`src/rtl/pipe_mem_stage.sv`:
```
// MEM stage: runs word loads/stores on a req/ack data bus,
// stalls upstream until the access completes, feeds MEM/WB.
module pipe_mem_stage #(
  parameter int BUS_TIMEOUT = 255
) (
  input  logic        clk,
  input  logic        reset,
  input  logic        i_wreg,
  input  logic        i_m2reg,
  input  logic        i_wmem,
  input  logic [31:0] i_alu,
  input  logic [31:0] i_b,
  input  logic [4:0]  i_rn,
  output logic        dmem_req,
  output logic        dmem_we,
  output logic [31:0] dmem_addr,
  output logic [31:0] dmem_wdata,
  input  logic [31:0] dmem_rdata,
  input  logic        dmem_ack,
  output logic        mem_stall,
  output logic        mwreg,
  output logic        mm2reg,
  output logic [31:0] mmo,
  output logic [31:0] malu,
  output logic [4:0]  mrn,
  output logic        mem_err
);

  localparam int CW = (BUS_TIMEOUT < 2) ? 1 : $clog2(BUS_TIMEOUT);
  localparam logic [CW-1:0] CNT_LAST = CW'(BUS_TIMEOUT - 1);
  localparam logic [31:0] TMO_DATA = 32'hDEAD_BEEF;

  typedef enum logic [1:0] {
    IDLE = 2'd0,
    REQ  = 2'd1,
    DONE = 2'd2
  } state_t;

  state_t        state;
  logic [31:0]   rdata_q;
  logic [CW-1:0] cnt;
  logic          tmo_q;

  logic acc;
  logic mis;

  assign acc = i_m2reg | i_wmem;
  assign mis = acc & (i_alu[1:0] != 2'b00);

  assign mm2reg = i_m2reg;
  assign malu   = i_alu;
  assign mrn    = i_rn;

  // access sequencer: latch request, wait for ack or timeout
  always_ff @(posedge clk) begin
    if (reset) begin
      state      <= IDLE;
      dmem_req   <= 1'b0;
      dmem_we    <= 1'b0;
      dmem_addr  <= '0;
      dmem_wdata <= '0;
      rdata_q    <= '0;
      cnt        <= '0;
      tmo_q      <= 1'b0;
      mem_err    <= 1'b0;
    end else begin
      case (state)
        IDLE: begin
          cnt   <= '0;
          tmo_q <= 1'b0;
          if (mis) begin
            mem_err <= 1'b1;
          end else if (acc) begin
            dmem_addr  <= i_alu;
            dmem_wdata <= i_b;
            dmem_we    <= i_wmem;
            dmem_req   <= 1'b1;
            state      <= REQ;
          end
        end
        REQ: begin
          cnt <= cnt + 1'b1;
          if (dmem_ack) begin
            if (!dmem_we)
              rdata_q <= dmem_rdata;
            dmem_req <= 1'b0;
            state    <= DONE;
          end else if (cnt == CNT_LAST) begin
            rdata_q  <= TMO_DATA;
            mem_err  <= 1'b1;
            tmo_q    <= 1'b1;
            dmem_req <= 1'b0;
            state    <= DONE;
          end
        end
        DONE: begin
          state <= IDLE;
        end
        default: begin
          state    <= IDLE;
          dmem_req <= 1'b0;
        end
      endcase
    end
  end

  // stall and write-back view presented to MEM/WB
  always_comb begin
    mem_stall = 1'b0;
    mwreg     = 1'b0;
    mmo       = rdata_q;
    unique case (1'b1)
      (state == IDLE) && mis: begin
        mmo = '0;
      end
      (state == IDLE) && acc && !mis: begin
        mem_stall = 1'b1;
      end
      (state == IDLE) && !acc: begin
        mwreg = i_wreg;
      end
      (state == REQ): begin
        mem_stall = 1'b1;
      end
      (state == DONE): begin
        mwreg = i_wreg & ~tmo_q;
      end
      default: begin
        mem_stall = 1'b0;
      end
    endcase
  end

endmodule

```
`config.mk`:
```
export PLATFORM = sky130hd
export DESIGN_NAME = pipe_mem_stage
export DESIGN_NICKNAME = d
export VERILOG_FILES = /design/src/rtl/pipe_mem_stage.sv
export SDC_FILE = /design/constraint.sdc
export NUM_CORES = 1
export LEC_CHECK = 0
export ABC_AREA = 1
export CORE_UTILIZATION = 41
export CTS_BUF_LIST = sky130_fd_sc_hd__clkbuf_8
export CTS_CLUSTER_DIAMETER = 200
export DETAILED_ROUTE_END_ITERATION = 6
export PLACE_DENSITY = 0.82
export SETUP_SLACK_MARGIN = 0.05
export SLEW_MARGIN = 20
export SYNTH_ARGS = -nofsm -noshare
export SYNTH_HDL_FRONTEND = slang
export SYNTH_SLANG_ARGS = --single-unit
```
`constraint.sdc`:
```
create_clock -name clk -period 2.2 [get_ports clk]
set_clock_uncertainty 0.1 [all_clocks]
set_input_delay 0.66 -clock clk [delete_from_list [all_inputs] [get_ports clk]]
set_output_delay 0.66 -clock clk [all_outputs]
set_load 0.01 [all_outputs]
```
==> results.sh, run 1 <==
export IMPL_status="finished with violations"
export IMPL_failed_checks="setup timing"
export IMPL_synth_area_leaders="dfxtp_1, nand2_1, a21oi_1"
export IMPL_synth_cell_types=26
export IMPL_synth_nets=733
export IMPL_p_per_area_mw_per_mm2=574
export IMPL_peakVddDrop_uv=346
export IMPL_antenna_found_initial=0
export IMPL_setup_violations=34
export IMPL_grt_setup_unrepaired="yes"
export IMPL_grt_overflow_total=0
export IMPL_grt_pass1_vias=4831
export IMPL_grt_max_degree=102
export IMPL_track_usage=0.248
export IMPL_hold_viol_final=0
export IMPL_ys_flop_type="dfxtp_1"
export IMPL_clk_latency_ns=0.36
export IMPL_routabilityCongestion=0.801
export IMPL_nNetsFinal=953
export IMPL_core_area_mm2=0.0110
export IMPL_holdWs_ns=0.364
export IMPL_die_area_mm2=0.0118
export IMPL_num_rows=38
export IMPL_fill_cells=837
export IMPL_period_share=1.08
export IMPL_async_reset_ff_frac=0
export IMPL_drive_gt1_frac=0.245
export IMPL_h_tree_depth=3
export IMPL_ctsHoldBuffers=0
export IMPL_vias=4935
export IMPL_tightestPinTransition_ns=0.493
export IMPL_avgSynthCellArea_um2=7.49
export IMPL_drv_cap=0
export IMPL_setup_ws_ns=-0.177
export IMPL_worstSetupStartpointType="primary input"
export IMPL_die_h_um=109
export IMPL_required_ns=1.44
export IMPL_cts_sinks=110
export IMPL_ctsLongestPathBuffers=2
export IMPL_syn_to_final_growth_pct=60.7
export IMPL_final_max_slew_violation_count=0
export IMPL_drc=0
export IMPL_synth_largest_area_cell="dfxtp_1"
export IMPL_synthesis_area_mm2=0.00468
export IMPL_p_leak_nw=3.21
export IMPL_fmax_mhz=421
export IMPL_synth_top_area_share=0.471
export IMPL_slew_headroom=0.671
export IMPL_cts_buffers=9
export IMPL_hpwl_um=10200
export IMPL_start_util=0.426
export IMPL_wl_per_cell_um=15.4
export IMPL_grt_pass1_wl_um=22800
export IMPL_pre_cts_ws_ns=-0.872
export IMPL_netlist_instances=624
export IMPL_diodes=0
export IMPL_fp_dieW_um=109
export IMPL_vias_per_cell=4.99
export IMPL_io_pins=246
export IMPL_clock_root_buffer="clkbuf_8"
export IMPL_drt_wl_total_um=15300
export IMPL_drtPass1Iterations=4
export IMPL_hold_class="flip-flop to flip-flop"
export IMPL_place_port_buffers=235
export IMPL_cts_clk_slew_worst_paths_ns=0.10
export IMPL_path_class="primary input to output port"
export IMPL_cp_end_kind="output port"
export IMPL_cp_max_fo=8
export IMPL_ys_seq_area_frac=0.471
export IMPL_drtIter0Drc=307
export IMPL_min_period_ns=2.38
export IMPL_tritoncts="built"
export IMPL_yosys_register_bits=110
export IMPL_drtAntennaViolNets=0
export IMPL_yosysWarnings=0
export IMPL_worstPathArrival_ns=1.62
export IMPL_synth_edf_count=0
==> routing by layer <==
metal	share of wire	vias up	GRT usage
met1	0.36	2319	0.250
met5	0	-	0
met2	0.53	192	0.448
met4	0.027	0	0.107
li1	-	2390	-
met3	0.091	34	0.0998
==> flip-flops by register name (all words and copies together), names as in the netlist <==
name / flops
cnt: 8
dmem_addr: 32
dmem_req: 1
dmem_wdata: 32
dmem_we: 1
mem_err: 1
rdata_q: 32
state: 2
tmo_q: 1
==> through the flow <==
step	setup TNS (ns)	area (um2)	total power [W]	std cells	utilization
floorplan	0	4690	0.00249	624	-
global placement	-68.29	7030	0.00290	956	0.640
detailed placement	-72.12	7030	0.00292	956	0.640
CTS	-3.80	7480	0.00433	988	0.681
global route	-4.58	7510	0.00449	989	0.684
finish	-2.96	7510	0.00432	989	0.684
==> synthesized netlist by cell type, types with 2 or more instances <==
library cell / number
nand2_1: 209
a21oi_1: 106
nand2_2: 2
o21ai_0: 3
buf_4: 49
o211ai_1: 24
clkbuf_1: 16
inv_1: 50
ha_1: 2
nand3_1: 15
buf_2: 8
nor2_1: 8
buf_6: 3
inv_2: 4
nor2_2: 2
nor2_4: 2
dfxtp_1: 110
nor3_1: 3
==> worst paths after layout <==
path | to | from | slack (ns) | depth (start not counted)
max | mmo[23] | i_alu[0] | -0.18 | 10
min | dmem_addr[1]$_SDFFE_PP0P_ | dmem_addr[1]$_SDFFE_PP0P_ | 0.36 | 2
max reg2reg | dmem_addr[7]$_SDFFE_PP0P_ | state[1]$_SDFFE_PP0P_ | 0.16 | 13
min reg2reg | dmem_addr[1]$_SDFFE_PP0P_ | dmem_addr[1]$_SDFFE_PP0P_ | 0.36 | 2
==> logic make-up after synthesis <==
family,Yosys count,share of synthesized area
flip-flops,110,0.471
AND/OR/NAND/NOR,244,0.209
AO/OA/AOI/OAI,137,0.163
adder cells (fa/ha/maj),2,0.00535
buffers and inverters,131,0.152
==> layout by cell type, fill, tap and decap left out, types with 7 or more instances in the layout <==
master and count:
o211ai_1 24, nand2_4 18, nand2_1 174, buf_6 24, nor2_1 7, nand2_2 20, nand3_1 14, dfxtp_1 107
buf_12 11, inv_1 30, buf_4 32, clkbuf_2 8, inv_2 25, clkbuf_8 9, a21oi_1 106, buf_2 37
clkdlybuf4s50_1 165
==> power by group <==
group          switching (W)  internal [W]  total (W)  leakage (nW)
logic               0.000400      0.000490   0.000890          2.20
registers          0.0000476       0.00206    0.00211         0.895
clock network       0.000678      0.000636    0.00131         0.110
==> worst max-delay path: stages <==
cell     delay [ns]
buf_2          0.10
inv_2          0.03
nand2_2        0.09
nand3_4        0.13
buf_12         0.16
buf_16         0.14
buf_6          0.12
nand2_4        0.04
inv_2          0.03
buf_6          0.11
==> repair_timing <==
action                                  in CTS  in global routing
pin swaps                                    6                  5
gates resized for setup                    310                 70
buffers inserted                            14                  3
endpoints found under the setup margin     130                118
gates cloned                                 4                  1
==> final cells by class <==
| cell class | instances | area (um2) | area share |
|---|---|---|---|
| multi-input cells | 383 | 1960 | 0.261 |
| flip-flops and latches | 110 | 2210 | 0.294 |
| repair buffers | 285 | 2750 | 0.366 |
| clock inverters | 7 | 90.1 | 0.0120 |
| clock buffers | 9 | 124 | 0.0165 |
| well taps | 140 | 175 | 0.0233 |
| inverters | 55 | 211 | 0.0281 |
No activity file was read; power rests on OpenSTA's default activity.
==> run 2: changes to the inputs <==
ABC_AREA = not set   (was 1)
ABC_CLOCK_PERIOD_IN_PS = 2200   (was not set)
CORE_MARGIN = 4   (was not set)
CORE_UTILIZATION = 42   (was 41)
==> run 2 against run 1 <==
  * Flip-flop and latch count did not move
  * Largest power group unchanged
  * Critical path type is now flip-flop to output port
  * Setup slack got worse by 0.084 ns
  * The flow still finishes with violations (setup timing)
  * Non-clock buffer count rose by 7
  * Via count rose by 9.7%
  * Highest routed layer unchanged
  * Wire length rose by 12%
  * Critical endpoint is now mmo[9]
  * Maximum frequency fell by 3.4%
  * Synthesized area rose by 8.8%
==> results.sh, run 2 <==
export IMPL_setup_ws_ns=-0.261
export IMPL_cp_end_kind="output port"
export IMPL_start_util=0.438
export IMPL_final_max_slew_violation_count=0
export IMPL_worstPathArrival_ns=1.70
export IMPL_tritoncts="built"
export IMPL_ys_seq_area_frac=0.433
export IMPL_clk_latency_ns=0.36
export IMPL_clock_root_buffer="clkbuf_8"
export IMPL_worstSetupStartpointType="flip-flop"
export IMPL_clock_power_share=0.293
export IMPL_failed_checks="setup timing"
export IMPL_vias=5416
export IMPL_grt_overflow_total=0
export IMPL_drt_wl_total_um=17200
export IMPL_netlist_instances=605
export IMPL_slowest_delay_ns=0.37
export IMPL_antenna_found_initial=0
export IMPL_hpwl_um=11700
export IMPL_power_frac_comb=0.216
export IMPL_drtAntennaViolNets=0
export IMPL_status="finished with violations"
export IMPL_seqPwrFrac=0.491
export IMPL_io_pins=246
export IMPL_hold_class="flip-flop to flip-flop"
export IMPL_place_port_buffers=235
export IMPL_cts_sinks=110
export IMPL_cts_clk_slew_worst_paths_ns=0.10
export IMPL_required_ns=1.44
export IMPL_yosysMostFrequentCell="dfxtp_1"
export IMPL_placedCellCount=927
export IMPL_netSwitchingPower_w=0.00116
export IMPL_vias_per_cell=5.67
export IMPL_grt_pass1_vias=5168
export IMPL_ctsHoldBuffers=0
export IMPL_switching_share=0.270
export IMPL_post_dp_cell_area_mm2=0.00744
export IMPL_routabilityCongestion=0.847
export IMPL_hold_viol_final=0
export IMPL_async_reset_ff_frac=0
export IMPL_nNetsFinal=916
export IMPL_track_usage=0.231
export IMPL_path_class="flip-flop to output port"
export IMPL_yosys_register_bits=110
export IMPL_regArea_mm2=0.00221
export IMPL_period_share=1.12
export IMPL_crit_slowest_cell="dfxtp_4"
export IMPL_synth_area_leaders="dfxtp_1, a21oi_1, buf_4"
export IMPL_peakVddDrop_uv=439
export IMPL_setup_tns_ns=-6.52
export IMPL_path_buf_inv=3
export IMPL_synthesis_area_mm2=0.00509
export IMPL_fp_dieW_um=118
export IMPL_core_area_mm2=0.0116
export IMPL_drv_cap=0
export IMPL_tightestPinTransition_ns=0.755
export IMPL_h_tree_depth=3
export IMPL_synth_edf_count=0
export IMPL_yosys_top_cells_count="dfxtp_1, a21oi_1, nand3_1, o21ai_1, buf_4"
export IMPL_synth_nets=714
export IMPL_die_area_mm2=0.0139
export IMPL_synth_largest_area_cell="dfxtp_1"
export IMPL_avgSynthCellArea_um2=8.41
export IMPL_wl_per_cell_um=18.0
export IMPL_drc=0
export IMPL_layout_commonest_cell="clkdlybuf4s50_1"
export IMPL_synth_cell_types=44
export IMPL_power_internal_w=0.00314
export IMPL_cts_buffers=9
export IMPL_p_leak_nw=2.89
export IMPL_num_rows=39
export IMPL_pre_cts_ws_ns=-1.03
export IMPL_die_h_um=118
export IMPL_p_per_area_mw_per_mm2=564
export IMPL_drive_gt1_frac=0.201
export IMPL_slew_headroom=0.495
export IMPL_ys_flop_type="dfxtp_1"
export IMPL_drtPass1Iterations=5
export IMPL_min_period_ns=2.46
export IMPL_multi_input_area_mm2=0.00235
export IMPL_final_cells=955
export IMPL_setup_violations=34
export IMPL_diodes=0
export IMPL_fill_cells=956
export IMPL_crit_family="simple AND/OR/NAND/NOR gates"
export IMPL_synth_top_area_share=0.433
export IMPL_yosysWarnings=0
export IMPL_cp_max_fo=8
export IMPL_drtIter0Drc=568
export IMPL_top_regs="dmem_addr: 32 flops, dmem_wdata: 32 flops, rdata_q: 32 flops"
export IMPL_syn_to_final_growth_pct=50.1
export IMPL_crit_chain="nor4_4 -> buf_4 -> buf_12 -> and2b_1 -> buf_2"
export IMPL_fmax_mhz=406
export IMPL_final_cell_mix="clkdlybuf4s50_1, dfxtp_1, a21oi_1, nand3_1, o21ai_1"
export IMPL_ctsLongestPathBuffers=2
export IMPL_grt_max_degree=65
export IMPL_post_route_cell_area_mm2=0.00764
export IMPL_grt_setup_unrepaired="yes"
export IMPL_grt_pass1_wl_um=26900
==> run 2: area by class of cell <==
cell class                      count  area share
Clock buffer                       10      0.0180
Clock inverter                      6     0.00885
Inverter                            5     0.00279
Multi-Input combinational cell    389       0.308
Sequential cell                   110       0.289
Tap cell                          143      0.0234
Timing Repair Buffer              292       0.350
==> run 2: path summary, 6_finish.rpt <==
kind         cells after the start                          end                       from  slack, ns
max                              5                       mmo[9]      state[1]$_SDFFE_PP0P_      -0.26
min                              1    dmem_addr[0]$_SDFFE_PP0P_  dmem_addr[0]$_SDFFE_PP0P_       0.38
max reg2reg                      7  dmem_wdata[11]$_SDFFE_PP0P_      state[1]$_SDFFE_PP0P_       0.39
min reg2reg                      1    dmem_addr[0]$_SDFFE_PP0P_  dmem_addr[0]$_SDFFE_PP0P_       0.38
==> run 2: repair_timing <==
action,in CTS,in global routing
cloned,3,0
endpoints found under the setup margin,127,53
pin swaps,7,4
setup buffers,7,4
gates resized for setup,267,35
==> run 2: routing by layer <==
layer | vias to the layer above | wire length [um] | track usage | part of all wire
li1 | 2548 | - | - | -
met1 | 2574 | 6930 | 0.289 | 0.40
met2 | 264 | 8510 | 0.392 | 0.50
met3 | 30 | 1390 | 0.0572 | 0.081
met4 | 0 | 334 | 0.0725 | 0.019
met5 | - | 0 | 0 | 0
==> run 2: stage by stage <==
stage / hold slack [ns] / utilization / total power [W]
detailed placement: 0.369 / 0.640 / 0.00304
global placement: 0.354 / 0.640 / 0.00302
finish: 0.381 / 0.658 / 0.00430
global route: 0.403 / 0.658 / 0.00448
floorplan: 0.337 / - / 0.00259
CTS: 0.385 / 0.660 / 0.00433
==> run 2: cell families after synthesis <==
| logic type | Yosys count | share of synthesized area |
|---|---|---|
| DFF | 110 | 0.433 |
| adders and majority gates | 2 | 0.00492 |
| buffers and inverters | 106 | 0.124 |
| muxes | 1 | 0.00221 |
| xor gates and xnor gates | 3 | 0.00516 |
| AOI/OAI and AO/OA | 208 | 0.235 |
| and+or+nand+nor | 175 | 0.196 |
==> run 2: power by group through the flow <==
stage	clock, W	combinational [W]	sequential, W
floorplan	0	0.000413	0.00217
global placement	0	0.000866	0.00215
detailed placement	0	0.000885	0.00216
CTS	0.00128	0.000933	0.00211
global route	0.00137	0.000996	0.00212
finish	0.00126	0.000931	0.00211
